**src/rtl/signal_phase_controller.sv**
```systemverilog
// Phase sequencer for the signal-timer/distance subtractor: generates the
// seconds tick, loads phase durations and cycles GREEN -> YELLOW -> RED.
module signal_phase_controller #(
    parameter int TICK_DIV    = 50000000,
    parameter int GREEN_TIME  = 30,
    parameter int YELLOW_TIME = 5,
    parameter int RED_TIME    = 25
) (
    input  logic       clock,
    input  logic       reset,
    input  logic       enable,
    input  logic       hold,
    input  logic       signal_switch,
    input  logic       signal_reached,
    output logic       seconds_tick,
    output logic       valid_data,
    output logic       sub_enable,
    output logic [5:0] data_in,
    output logic [2:0] light,
    output logic       phase_done,
    output logic       vehicle_warn,
    output logic [7:0] cycle_count
);

    localparam int CW = $clog2(TICK_DIV);
    localparam logic [CW-1:0] TICK_LAST = CW'(TICK_DIV - 1);

    localparam logic [1:0] S_IDLE   = 2'd0;
    localparam logic [1:0] S_LOAD   = 2'd1;
    localparam logic [1:0] S_COUNT  = 2'd2;
    localparam logic [1:0] S_SWITCH = 2'd3;

    localparam logic [1:0] P_GREEN  = 2'd0;
    localparam logic [1:0] P_YELLOW = 2'd1;
    localparam logic [1:0] P_RED    = 2'd2;

    logic [1:0]    r_state, w_state_nxt;
    logic [1:0]    r_phase, w_phase_nxt;
    logic [CW-1:0] r_tick_cnt, w_tick_cnt_nxt;
    logic [7:0]    r_cycle_cnt, w_cycle_cnt_nxt;
    logic          w_running;

    // Hold gates both the prescaler and the exit from COUNT.
    assign w_running = (r_state == S_COUNT) && !hold;

    always_comb begin
        w_state_nxt     = r_state;
        w_phase_nxt     = r_phase;
        w_tick_cnt_nxt  = r_tick_cnt;
        w_cycle_cnt_nxt = r_cycle_cnt;
        if (!enable) begin
            w_state_nxt    = S_IDLE;
            w_phase_nxt    = P_GREEN;
            w_tick_cnt_nxt = '0;
        end else begin
            case (r_state)
                S_IDLE: w_state_nxt = S_LOAD;
                S_LOAD: begin
                    w_tick_cnt_nxt = '0;
                    w_state_nxt    = S_COUNT;
                end
                S_COUNT: begin
                    if (!hold) begin
                        w_tick_cnt_nxt = (r_tick_cnt == TICK_LAST) ? '0 : r_tick_cnt + CW'(1);
                        if (signal_switch) w_state_nxt = S_SWITCH;
                    end
                end
                default: begin
                    w_state_nxt = S_LOAD;
                    case (r_phase)
                        P_GREEN:  w_phase_nxt = P_YELLOW;
                        P_YELLOW: w_phase_nxt = P_RED;
                        default: begin
                            w_phase_nxt     = P_GREEN;
                            w_cycle_cnt_nxt = r_cycle_cnt + 8'd1;
                        end
                    endcase
                end
            endcase
        end
    end

    always_ff @(posedge clock or negedge reset) begin
        if (!reset) begin
            r_state     <= S_IDLE;
            r_phase     <= P_GREEN;
            r_tick_cnt  <= '0;
            r_cycle_cnt <= '0;
        end else begin
            r_state     <= w_state_nxt;
            r_phase     <= w_phase_nxt;
            r_tick_cnt  <= w_tick_cnt_nxt;
            r_cycle_cnt <= w_cycle_cnt_nxt;
        end
    end

    assign seconds_tick = w_running && (r_tick_cnt == TICK_LAST);
    assign valid_data   = (r_state == S_LOAD);
    assign sub_enable   = (r_state == S_LOAD) || w_running;
    assign phase_done   = (r_state == S_SWITCH);
    assign vehicle_warn = signal_reached && (r_state == S_COUNT) && (r_phase != P_GREEN);
    assign cycle_count  = r_cycle_cnt;

    always_comb begin
        case (r_phase)
            P_YELLOW: data_in = 6'(YELLOW_TIME);
            P_RED:    data_in = 6'(RED_TIME);
            default:  data_in = 6'(GREEN_TIME);
        endcase
    end

    // IDLE shows red regardless of the phase register.
    always_comb begin
        if (r_state == S_IDLE) light = 3'b100;
        else begin
            case (r_phase)
                P_YELLOW: light = 3'b010;
                P_RED:    light = 3'b100;
                default:  light = 3'b001;
            endcase
        end
    end

endmodule

```
**config.mk**
```make
export PLATFORM = sky130hd
export DESIGN_NAME = signal_phase_controller
export DESIGN_NICKNAME = d
export VERILOG_FILES = /design/src/rtl/signal_phase_controller.sv
export SDC_FILE = /design/constraint.sdc
export NUM_CORES = 1
export LEC_CHECK = 0
export BUFFER_PORTS_ARGS = -buffer_cell sky130_fd_sc_hd__buf_2
export CORE_UTILIZATION = 43
export DETAILED_ROUTE_END_ITERATION = 10
export PLACE_DENSITY = 0.69
export SYNTH_ARGS = -nofsm -noshare
export SYNTH_HDL_FRONTEND = slang
export SYNTH_SLANG_ARGS = --single-unit
```
**constraint.sdc**
```tcl
create_clock -name clock -period 2.3 [get_ports clock]
set_clock_uncertainty 0.05 [all_clocks]
set_input_delay 0 -clock clock [delete_from_list [all_inputs] [get_ports clock]]
set_output_delay 0 -clock clock [all_outputs]
set_load 0.01 [all_outputs]
```
==> results.cfg <==
[synth]
yosysTopAreaCell = dfrtp_1
synth_cells = 245
synth_area_per_cell_um2 = 9.23
yosys-top-cells-area = dfrtp_1 (42%), ha_1 (6.6%), nand2_1 (4.0%)
async_flop_share_pct = 100
yosys_warnings = 0
synth_top_area_share_pct = 42.0
netlist-cell-type-count = 43
yosys-top-cells-count = dfrtp_1 (38), nand2_1 (24), a21oi_1 (17), nor2_1 (17)
syn_area_mm2 = 0.00226
ys_seq_area_share_pct = 42.0
synth_most_common_cell = dfrtp_1
ys_ff_latch = 38
synth_edf_count = 0
synth_top_flop_cell = dfrtp_1
syn-num-nets = 263

[die]
fp-row-count = 26
start_util_pct = 44.6
io-pin-count = 28
die_h_um = 74.5
die-width_um = 74.5
die-area_mm2 = 0.00555
fp.coreArea_mm2 = 0.00507

[sta]
finalMaxSlewViolations = 0
fin_tns_setup_ps = 0
hold_ws_ps = 185
rsz0062_at_grt = false
worstMarginPinSlew_ps = 853
fmax_mhz = 483
setup_ws_ps = 228
setup_violations = 0
relSlewSlack_pct = 43.1
fin_crit_ps = 2070
fin_crit_sh_pct = 90.1
hold_violations = 0

[drt]
wl_per_cell_um = 13.4
ant_nets = 0
vias_per_cell = 5.43
drt_iter0_markers = 90
num_vias = 1894
drtPass1Iterations = 4
drc_errors = 0
finalWirelength_mm = 4.68

[worst_setup_path]
crit_start = r_tick_cnt[18]
arrival_ps = 2190
r2r_setup_slack_ps = 230
cp_max_fo = 18
path_cells = or4_4, nor4_4, a21oi_2, buf_4, a41oi_1, a31oi_1
end_kind = flop
path_class = reg -> reg
reg2reg_depth = 6
crit_slowest_cell = or4_4
timing.rr.start = r_tick_cnt[18]
reg2reg_to = r_tick_cnt[3]
crit_required_ps = 2420
cp_slowest_stage_delay_ps = 560
crit_path_start_kind = flop

[global_routing]
overflow = 0
grt_pass1_vias = 1777
antenna_found_initial = 0
grt_pass1_wl_mm = 8.29
track_usage_pct = 19.7
grt_max_degree = 39

[min_path]
hold_start = hold
min_path_cells = 4
min_to = r_state[1]
holdCritPathClass = in -> reg

[cts]
clk_pin_slew_ps = 80
cts_tree = yes
h-tree-depth = 2
root_buffer = clkbuf_8
clock_latency_ps = 290
cts_buffer_depth = 2
cts_setup_buffers = 0
cts.sinks = 38
cts_made_buffers = 5

[place]
place.detailed.hpwl_mm = 3.36
dp_slack_ps = 131
globalplace.congestion = 0.820
placed_area_mm2 = 0.00248
port_buffers = 26

[cells_and_area]
final_util_pct = 51.6
fin_nets = 296
design_area_mm2 = 0.00262
fillCellCount = 501
drive_gt1_share_pct = 19.0
diodes = 0
area_growth_pct = 15.7

[flow_run]
cap_violations = 0

[pwr]
powerDensity_mw_per_mm2 = 650
ir_drop_mv = 0.404
p_leak_nw = 1.16

[status]
outcome = completed
## area by class of cell
class / instances / area, µm² / share of cell area [%]
repair buffers: 35 / 203 / 7.74
multi-input cells: 185 / 1220 / 46.6
well taps: 70 / 87.6 / 3.35
inverters: 13 / 48.8 / 1.86
clock buffers: 5 / 68.8 / 2.63
flip-flops and latches: 38 / 951 / 36.3
clock inverters: 3 / 40.0 / 1.53
## cell families after synthesis
| logic type | count (synthesis) | share of synthesized area (%) |
|---|---|---|
| compound gates | 59 | 16.4 |
| xor+xnor | 7 | 2.71 |
| fa+ha+maj | 12 | 6.64 |
| buf+inv | 22 | 4.48 |
| other cells | 1 | 0.166 |
| simple gates | 102 | 25.8 |
| flops | 38 | 42.0 |
| mux | 4 | 1.83 |
## layout by cell type (no fill, tap or decap), types with 3 or more instances in the layout
cell type	synthesis	layout
dfrtp_1	38	38
buf_2	3	26
nand2_1	24	24
nor2_1	17	17
a21oi_1	17	17
nand3_1	14	14
a31oi_1	14	14
inv_1	13	13
ha_1	12	12
nand4_1	9	9
buf_4	2	7
nor2b_1	6	6
nand2b_1	6	6
nor3_1	6	6
xnor2_1	6	6
and3_1	5	5
o21ai_0	5	5
o21ai_1	5	5
clkbuf_8	0	5
nor4_4	3	4
a22o_1	4	4
mux2i_1	3	3
o21bai_1	3	3
a41oi_1	3	3
## metrics by stage
| stage | power, mW | cells |
|---|---|---|
| after global routing | 1.80 | 349 |
| final | 1.70 | 349 |
| after global placement | 1.14 | 339 |
| after floorplan | 1.01 | 245 |
| after CTS | 1.73 | 349 |
| after detailed placement | 1.15 | 339 |
## critical path: cells and delay by family (launching register included)
family	cells	cell delay (ps)
flip-flops	1	430
AO/OA/AOI/OAI	3	390
buffers and inverters	1	220
AND/OR/NAND/NOR	2	850
## state kept, by name, summed over array words and instances, names as in the netlist
name and flops:
r_phase 2, r_state 2, r_tick_cnt 26, cycle_count 8
## per-layer routing
layer  wire, µm  track usage, %  vias to the layer above  part of all wire, %
li1           -               -                      948                    -
met1       2270            27.4                      915                   49
met2       2210            30.6                       25                   47
met3        147            4.07                        6                  3.1
met4         57            6.50                        0                  1.2
met5          0               0                        -                    0
## how the worst max path moves through the flow
| stage | endpoint | slack [ps] | cells after the start |
|---|---|---|---|
| final | r_tick_cnt[3] | 230 | 6 |
| after global routing | r_tick_cnt[22] | 40 | 6 |
| after CTS | r_tick_cnt[10] | 130 | 6 |
| after detailed placement | r_tick_cnt[3] | 130 | 7 |
| after global placement | r_tick_cnt[14] | 200 | 7 |
| after floorplan | r_tick_cnt[5] | 360 | 6 |
## where the power goes
group          switching (mW)  total (mW)  internal, mW
Clock                   0.249       0.568         0.319
Combinational           0.256       0.417         0.161
Sequential             0.0244       0.715         0.691
## repair_timing
item | in CTS | in global routing
hold buffers | 2 | 0
gates resized for setup | 0 | 1
endpoints found under the hold margin | 42 | 0
endpoints found under the setup margin | 0 | 20
Power figures use the tool's default switching activity.
